## src/rtl/if_pc_sequencer.sv

```systemverilog
`default_nettype none
//==============================================================================
// Module   : if_pc_sequencer
// Purpose  : Fetch-stage PC owner; single-outstanding imem req/ready/valid
//            sequencer with redirect, stall hold and in-flight kill.
//            Optional build macro: MISALIGN_TRAP_EN (misaligned target traps).
// Revision : 1.0 - initial release
//==============================================================================
module if_pc_sequencer #(
    parameter logic [31:0] RESET_PC    = 32'h0000_0000,
    parameter logic [31:0] TRAP_VECTOR = 32'h0000_0080
) (
    input  logic        clk,
    input  logic        rst,
    input  logic        stall_i,
    input  logic        branch_taken_i,
    input  logic [31:0] branch_target_i,
    input  logic        jump_i,
    input  logic [31:0] jump_target_i,
    output logic        imem_req_o,
    output logic [31:0] imem_addr_o,
    input  logic        imem_ready_i,
    input  logic        imem_valid_i,
    input  logic [31:0] imem_rdata_i,
    output logic        if_valid_o,
    output logic [31:0] if_inst_o,
    output logic [31:0] if_pc_o,
    output logic [31:0] if_pc4_o,
    output logic        flush_o
`ifdef MISALIGN_TRAP_EN
    ,
    output logic        misalign_o
`endif
);

`ifdef MISALIGN_TRAP_EN
    localparam bit c_TRAP_EN = 1'b1;
`else
    localparam bit c_TRAP_EN = 1'b0;
`endif

    typedef enum logic [1:0] {
        S_RST  = 2'd0,
        S_REQ  = 2'd1,
        S_WAIT = 2'd2,
        S_OUT  = 2'd3
    } state_t;

    state_t      r_state;
    logic [31:0] r_pc;
    logic        r_kill;

    logic        w_redirect;
    logic        w_accept;
    logic        w_misaligned;
    logic [31:0] w_sel;
    logic [31:0] w_target;

    // Jump has priority over a simultaneous taken branch.
    assign w_redirect   = jump_i | branch_taken_i;
    assign w_sel        = jump_i ? jump_target_i : branch_target_i;
    assign w_misaligned = c_TRAP_EN && (w_sel[1:0] != 2'b00);
    assign w_target     = w_misaligned ? TRAP_VECTOR : {w_sel[31:2], 2'b00};
    assign w_accept     = w_redirect && (r_state != S_RST);

    assign imem_req_o   = (r_state == S_REQ);
    assign imem_addr_o  = r_pc;

    always_ff @(posedge clk) begin
        if (rst) begin
            r_state    <= S_RST;
            r_pc       <= RESET_PC;
            r_kill     <= 1'b0;
            if_valid_o <= 1'b0;
            if_inst_o  <= 32'h0;
            if_pc_o    <= 32'h0;
            if_pc4_o   <= 32'h0;
            flush_o    <= 1'b0;
`ifdef MISALIGN_TRAP_EN
            misalign_o <= 1'b0;
`endif
        end else begin
            flush_o <= w_accept;
`ifdef MISALIGN_TRAP_EN
            misalign_o <= w_accept && w_misaligned;
`endif
            case (r_state)
                S_RST: r_state <= S_REQ;

                S_REQ: begin
                    if (w_redirect) begin
                        r_pc <= w_target;
                        // Old address already accepted: its response must be discarded.
                        if (imem_ready_i) begin
                            r_kill  <= 1'b1;
                            r_state <= S_WAIT;
                        end
                    end else if (imem_ready_i) begin
                        r_state <= S_WAIT;
                    end
                end

                S_WAIT: begin
                    if (!imem_valid_i) begin
                        if (w_redirect) begin
                            r_pc   <= w_target;
                            r_kill <= 1'b1;
                        end
                    end else if (r_kill || w_redirect) begin
                        r_kill  <= 1'b0;
                        if (w_redirect) begin
                            r_pc <= w_target;
                        end
                        r_state <= S_REQ;
                    end else begin
                        if_inst_o  <= imem_rdata_i;
                        if_pc_o    <= r_pc;
                        if_pc4_o   <= r_pc + 32'd4;
                        if_valid_o <= 1'b1;
                        r_pc       <= r_pc + 32'd4;
                        r_state    <= S_OUT;
                    end
                end

                S_OUT: begin
                    if (w_redirect) begin
                        if_valid_o <= 1'b0;
                        r_pc       <= w_target;
                        r_state    <= S_REQ;
                    end else if (!stall_i) begin
                        if_valid_o <= 1'b0;
                        r_state    <= S_REQ;
                    end
                end

                default: r_state <= S_RST;
            endcase
        end
    end

endmodule
`default_nettype wire

```

## config.mk

```make
export PLATFORM = sky130hd
export DESIGN_NAME = if_pc_sequencer
export DESIGN_NICKNAME = d
export VERILOG_FILES = /design/src/rtl/if_pc_sequencer.sv
export SDC_FILE = /design/constraint.sdc
export NUM_CORES = 1
export LEC_CHECK = 0
export BUFFER_PORTS_ARGS = -buffer_cell sky130_fd_sc_hd__buf_2
export CORE_MARGIN = 2
export CORE_UTILIZATION = 44
export CTS_CLUSTER_DIAMETER = 60
export DETAILED_ROUTE_END_ITERATION = 10
export PLACE_DENSITY = 0.84
export SETUP_SLACK_MARGIN = 0.05
export SYNTH_ARGS = -nofsm -noshare
export SYNTH_HDL_FRONTEND = slang
export SYNTH_SLANG_ARGS = --single-unit
```

## constraint.sdc

```tcl
create_clock -name clk -period 2.05 [get_ports clk]
set_input_delay 0.205 -clock clk [delete_from_list [all_inputs] [get_ports clk]]
set_output_delay 0.205 -clock clk [all_outputs]
set_load 0.05 [all_outputs]
```

## After elaboration in Yosys (flattened, before gate mapping)

Cells that the tools add are included.

| storage, ports and cells | value |
|---|---|
| bits in registers | 133 |
| logic and storage cells | 55 |

| cells by class | value |
|---|---|
| bitwise logic cells | 2 |
| reductions and logical operators | 12 |
| $add $sub $neg | 1 |
| muxes and demuxes | 22 |
| equality and inequality tests | 10 |

Operators with widths:

| cell | number |
|---|---|
| 32-bit 2-to-1 mux | 4 |
| 32-bit one-hot mux with 2 select lines | 1 |
| 32-bit by 3-bit adder with 32-bit output, second input constant | 1 |
| 2-bit 2-to-1 mux | 5 |
| 1-bit 2-to-1 mux | 9 |
| 3-bit != test, second input constant | 3 |
| 2-bit one-hot mux with 4 select lines | 1 |
| 2-bit nonzero test | 4 |
| 3-bit AND reduction | 2 |
| 5-bit AND reduction | 1 |
| 2-bit equality test, second input constant | 2 |
| 2-bit by 1-bit != test with 1-bit output, second input constant | 2 |
| 2-bit != test, second input constant | 2 |
| 1-bit one-hot mux with 2 select lines | 2 |
| 4-bit AND reduction | 1 |
| 2-bit by 1-bit equality test with 1-bit output, second input constant | 1 |
| 2-bit zero test | 1 |
| 2-bit OR reduction | 1 |
| 1-bit logical AND | 1 |
| 1-bit logical OR | 1 |
| 1-bit NOT | 1 |
| 1-bit OR | 1 |

## Depth between registers and ports, before layout

| logic depth | value |
|---|---|
| depth in word-level cells | 5 |
| mapped depth | 9 |

## Worst setup path before layout

OpenSTA, ideal clock, no wires.

| timing path | value |
|---|---|
| kind | register to register |
| from | register r_pc[3] (netlist: imem_addr_o[3]) |
| to | register r_pc[24] (netlist: imem_addr_o[24]) |
| data arrival time | 2.127 ns |
| buffers on the path | 1 |
| clock period less this slack | 2.241 ns |
| data required time | 1.935 ns |
| library setup time | 0.115 ns |
| cell stages (with the launch flop) | 8 |
| slack | -0.191 ns |
| cell sequence | dfxtp_1 -> ha_1 -> and3_1 -> buf_2 -> nand4_4 -> nor3_1 -> nor3_1 -> a2111oi_0 |

| on the way | value |
|---|---|
| cells in the longest elaborated chain, start to end | 4 |

Ends and longest elaborated chain:

| item | RTL line | text |
|---|---|---|
| from (decl) | 50 | `logic [31:0] r_pc;` |
| from (signal assigned) | 92 | `r_pc <= w_target;` |
| from (signal assigned) | 106 | `r_pc <= w_target;` |
| from (signal assigned) | 112 | `r_pc <= w_target;` |
| 32-bit by 3-bit adder with 32-bit output | 120 | `r_pc <= r_pc + 32'd4;` |
| 32-bit 2-to-1 mux | 109 | `end else if (r_kill \|\| w_redirect) begin` |
| 32-bit 2-to-1 mux | 104 | `if (!imem_valid_i) begin` |
| 32-bit one-hot mux with 2 select lines | 87 | `case (r_state)` |

Every way passes these cells.
A chain may end at the register's enable or synchronous reset.

## Worst setup path after layout

| timing path | value |
|---|---|
| from | register r_pc[5] (netlist: imem_addr_o[5]) |
| to | register r_pc[25] (netlist: imem_addr_o[25]) |

Same word-level chain as after synthesis.

==> qor.yml <==
yosys_most_used_dff: "dfxtp_1"
cp.required_ns: 2.36
status: "finished, final reports clean"
clkSinkCount: 131
drc: 0
yosysSeqAreaShare_pct: 43.2
ioPinCount: 234
worst_r2r_path_depth: 5
wl_mm: 20.3
rsz0062_at_grt: "yes"
fin_crit_ns: 1.99
drt_first_pass_iters: 6
grt_pass1_wl_mm: 30.8
ff2ff_setup_slack_ns: 0.06
antenna_cells: 0
layout_commonest_cell: "buf_2"
fin_ws_ns: 0.0600
final.setup.tns_ns: 0
drt_iter0_markers: 594
wl_per_cell_um: 17.1
clkSlewWorstSetupHoldPaths_ns: 0.06
synth_area_sq_um: 6080
place_worst_setup_slack_ns: -0.00780
hold_violations: 0
period_share_pct: 97.1
syn_to_final_growth_pct: 37.2
grtUsageTotal_pct: 26.8
critPathKind: "reg -> reg"
root_buffer: "clkbuf_16"
async_reset_ff_share_pct: 0
ant_nets: 0
gp_congestion: 0.903
row_count: 42
cts_buffers: 17
die-area_sq_um: 14800
insertion_delay_ns: 0.42
antenna_found_initial: 0
synth_nets: 881
cts_tree: "done"
final_layout_size_suffix_gt1_share_pct: 35.5
fin_nets: 1107
final_cell_mix: "buf_2 (228), nand2_1 (162), dfxtp_1 (114)"
postLayoutCellArea_sq_um: 8340
grt_pass1_vias: 6203
clockBufferDepth: 2
avgSynthCellArea_sq_um: 7.87
synth_edf_count: 0
fmax_ghz: 0.503
endpoint_kind: "register"
critPathLaunchType: "register"
peakVddDrop_mv: 0.484
skew_ns: 0.00757
maxSlewHeadroom_pct: 46.0
powerDensity_nw_per_um2: 866
final_core_util_pct: 62.5
hold_class: "in -> reg"
min_to: "if_inst_o[13]$_SDFFE_PP0P_"
ys_ff_latch: 131
holdCritStartpoint: "imem_rdata_i[13]"
setup_viol: 0
worstMarginPinSlew_ns: 0.809
vias_per_cell: 5.67
grt_max_degree: 110
yosys_warnings: 0
maxSlewViolCount: 0
whs_path_depth: 3
initial_core_util_pct: 45.5
die_h_um: 122
die_w_um: 122
timing.rr.end: "imem_addr_o[25]$_SDFFE_PP0P_"
dp_hpwl_mm: 14.1
grt_overflow: 0
placed_cell_area_sq_um: 7590
drv_cap: 0
htreeDepth: 4
reg2reg_from: "imem_addr_o[5]$_SDFFE_PP0P_"
crit_arrival_ns: 2.30
core_sq_um: 13300
crit_fanout: 7
port_buffers: 229
vias: 6726
syn_inst: 772
ys_types: 57
power_leakage_nw: 3.58
[critical path, cell delays in order, from the launching register on]
cell	delay, ns
dfxtp_1	0.49
and4_1	0.29
nand4_1	0.20
nor4_1	0.46
nor3_1	0.10
a2111oi_1	0.33
[metal layers]
metal	vias up	GRT usage (%)	routed length [um]	share of wire [%]
met4	0	11.2	592	2.9
met2	353	43.8	9650	48
met1	3133	33.2	8120	40
met5	-	0	0	0
met3	55	7.42	1900	9.4
li1	3185	-	-	-
[layout make-up]
| cell class | instances | area (sq um) |
|---|---|---|
| Clock inverter | 9 | 126 |
| Timing Repair Buffer | 276 | 1610 |
| Multi-Input combinational cell | 558 | 3190 |
| Fill cell | 1144 | 5010 |
| Inverter | 14 | 52.6 |
| Tap cell | 176 | 220 |
| Sequential cell | 131 | 2660 |
| Clock buffer | 23 | 488 |
[what timing repair did]
action                     4_1_cts  5_1_grt
cloned                           0        1
gates resized for setup          4       15
hold buffers                     0        0
setup buffers                    1        3
pin swaps                        1        5
setup endpoints to repair        7       29
[cells by family after synthesis]
family | share of synthesized area (%)
simple gates | 23.5
compound gates | 22.2
flops | 43.2
buf+inv | 5.93
xor+xnor | 3.31
fa+ha+maj | 1.24
mux | 0.659
[report_power, final]
group          internal, mW  switching (mW)  total (mW)
Clock                  2.03            1.12        3.15
Combinational         0.431           0.827        1.26
Sequential             2.65           0.158        2.81
[how the worst max path moves through the flow]
stage	from	end	slack [ns]	cells after the start
2_1_floorplan	imem_addr_o[7]$_SDFFE_PP0P_	imem_addr_o[24]$_SDFFE_PP0P_	-0.005	6
3_3_place_gp	r_state[0]$_SDFFE_PP0P_	imem_addr_o[12]$_SDFFE_PP0P_	0.05	6
3_5_place_dp	r_state[0]$_SDFFE_PP0P_	imem_addr_o[12]$_SDFFE_PP0P_	-0.008	6
4_1_cts	imem_addr_o[2]$_SDFFE_PP0P_	imem_addr_o[28]$_SDFFE_PP0P_	0.08	6
5_1_grt	imem_addr_o[5]$_SDFFE_PP0P_	imem_addr_o[25]$_SDFFE_PP0P_	-0.02	5
6_report	imem_addr_o[5]$_SDFFE_PP0P_	imem_addr_o[25]$_SDFFE_PP0P_	0.06	5
[synthesized netlist by cell type (all sizes together), types with 16 or more instances]
cell type / instances / area share [%]
nand2: 163 / 10
dfxtp: 131 / 43
a21oi: 104 / 8.6
nor2: 42 / 2.8
clkbuf: 37 / 2.3
o21ai: 37 / 3.1
buf: 32 / 2.8
nor3: 23 / 2.0
a211oi: 20 / 2.6
a22oi: 20 / 2.5
and3: 16 / 1.7
nand3: 16 / 1.3
nor4: 16 / 1.9
[state kept, by name, indices dropped and copies added (netlist names)]
| signal | flops |
|---|---|
| imem_addr_o | 32 |
| if_valid_o | 1 |
| flush_o | 1 |
| r_state | 2 |
| if_pc4_o | 30 |
| if_pc_o | 32 |
| r_kill | 1 |
| if_inst_o | 32 |
[per-stage QoR]
step	hold WS (ns)	power, mW	std cells
floorplan	0.315	3.63	772
global placement	0.439	4.03	1150
detailed placement	0.443	4.06	1150
CTS	0.00750	7.21	1183
global route	0.000780	7.44	1187
finish	0.0179	7.22	1187
Note: power is estimated with default switching activity, not from simulation.
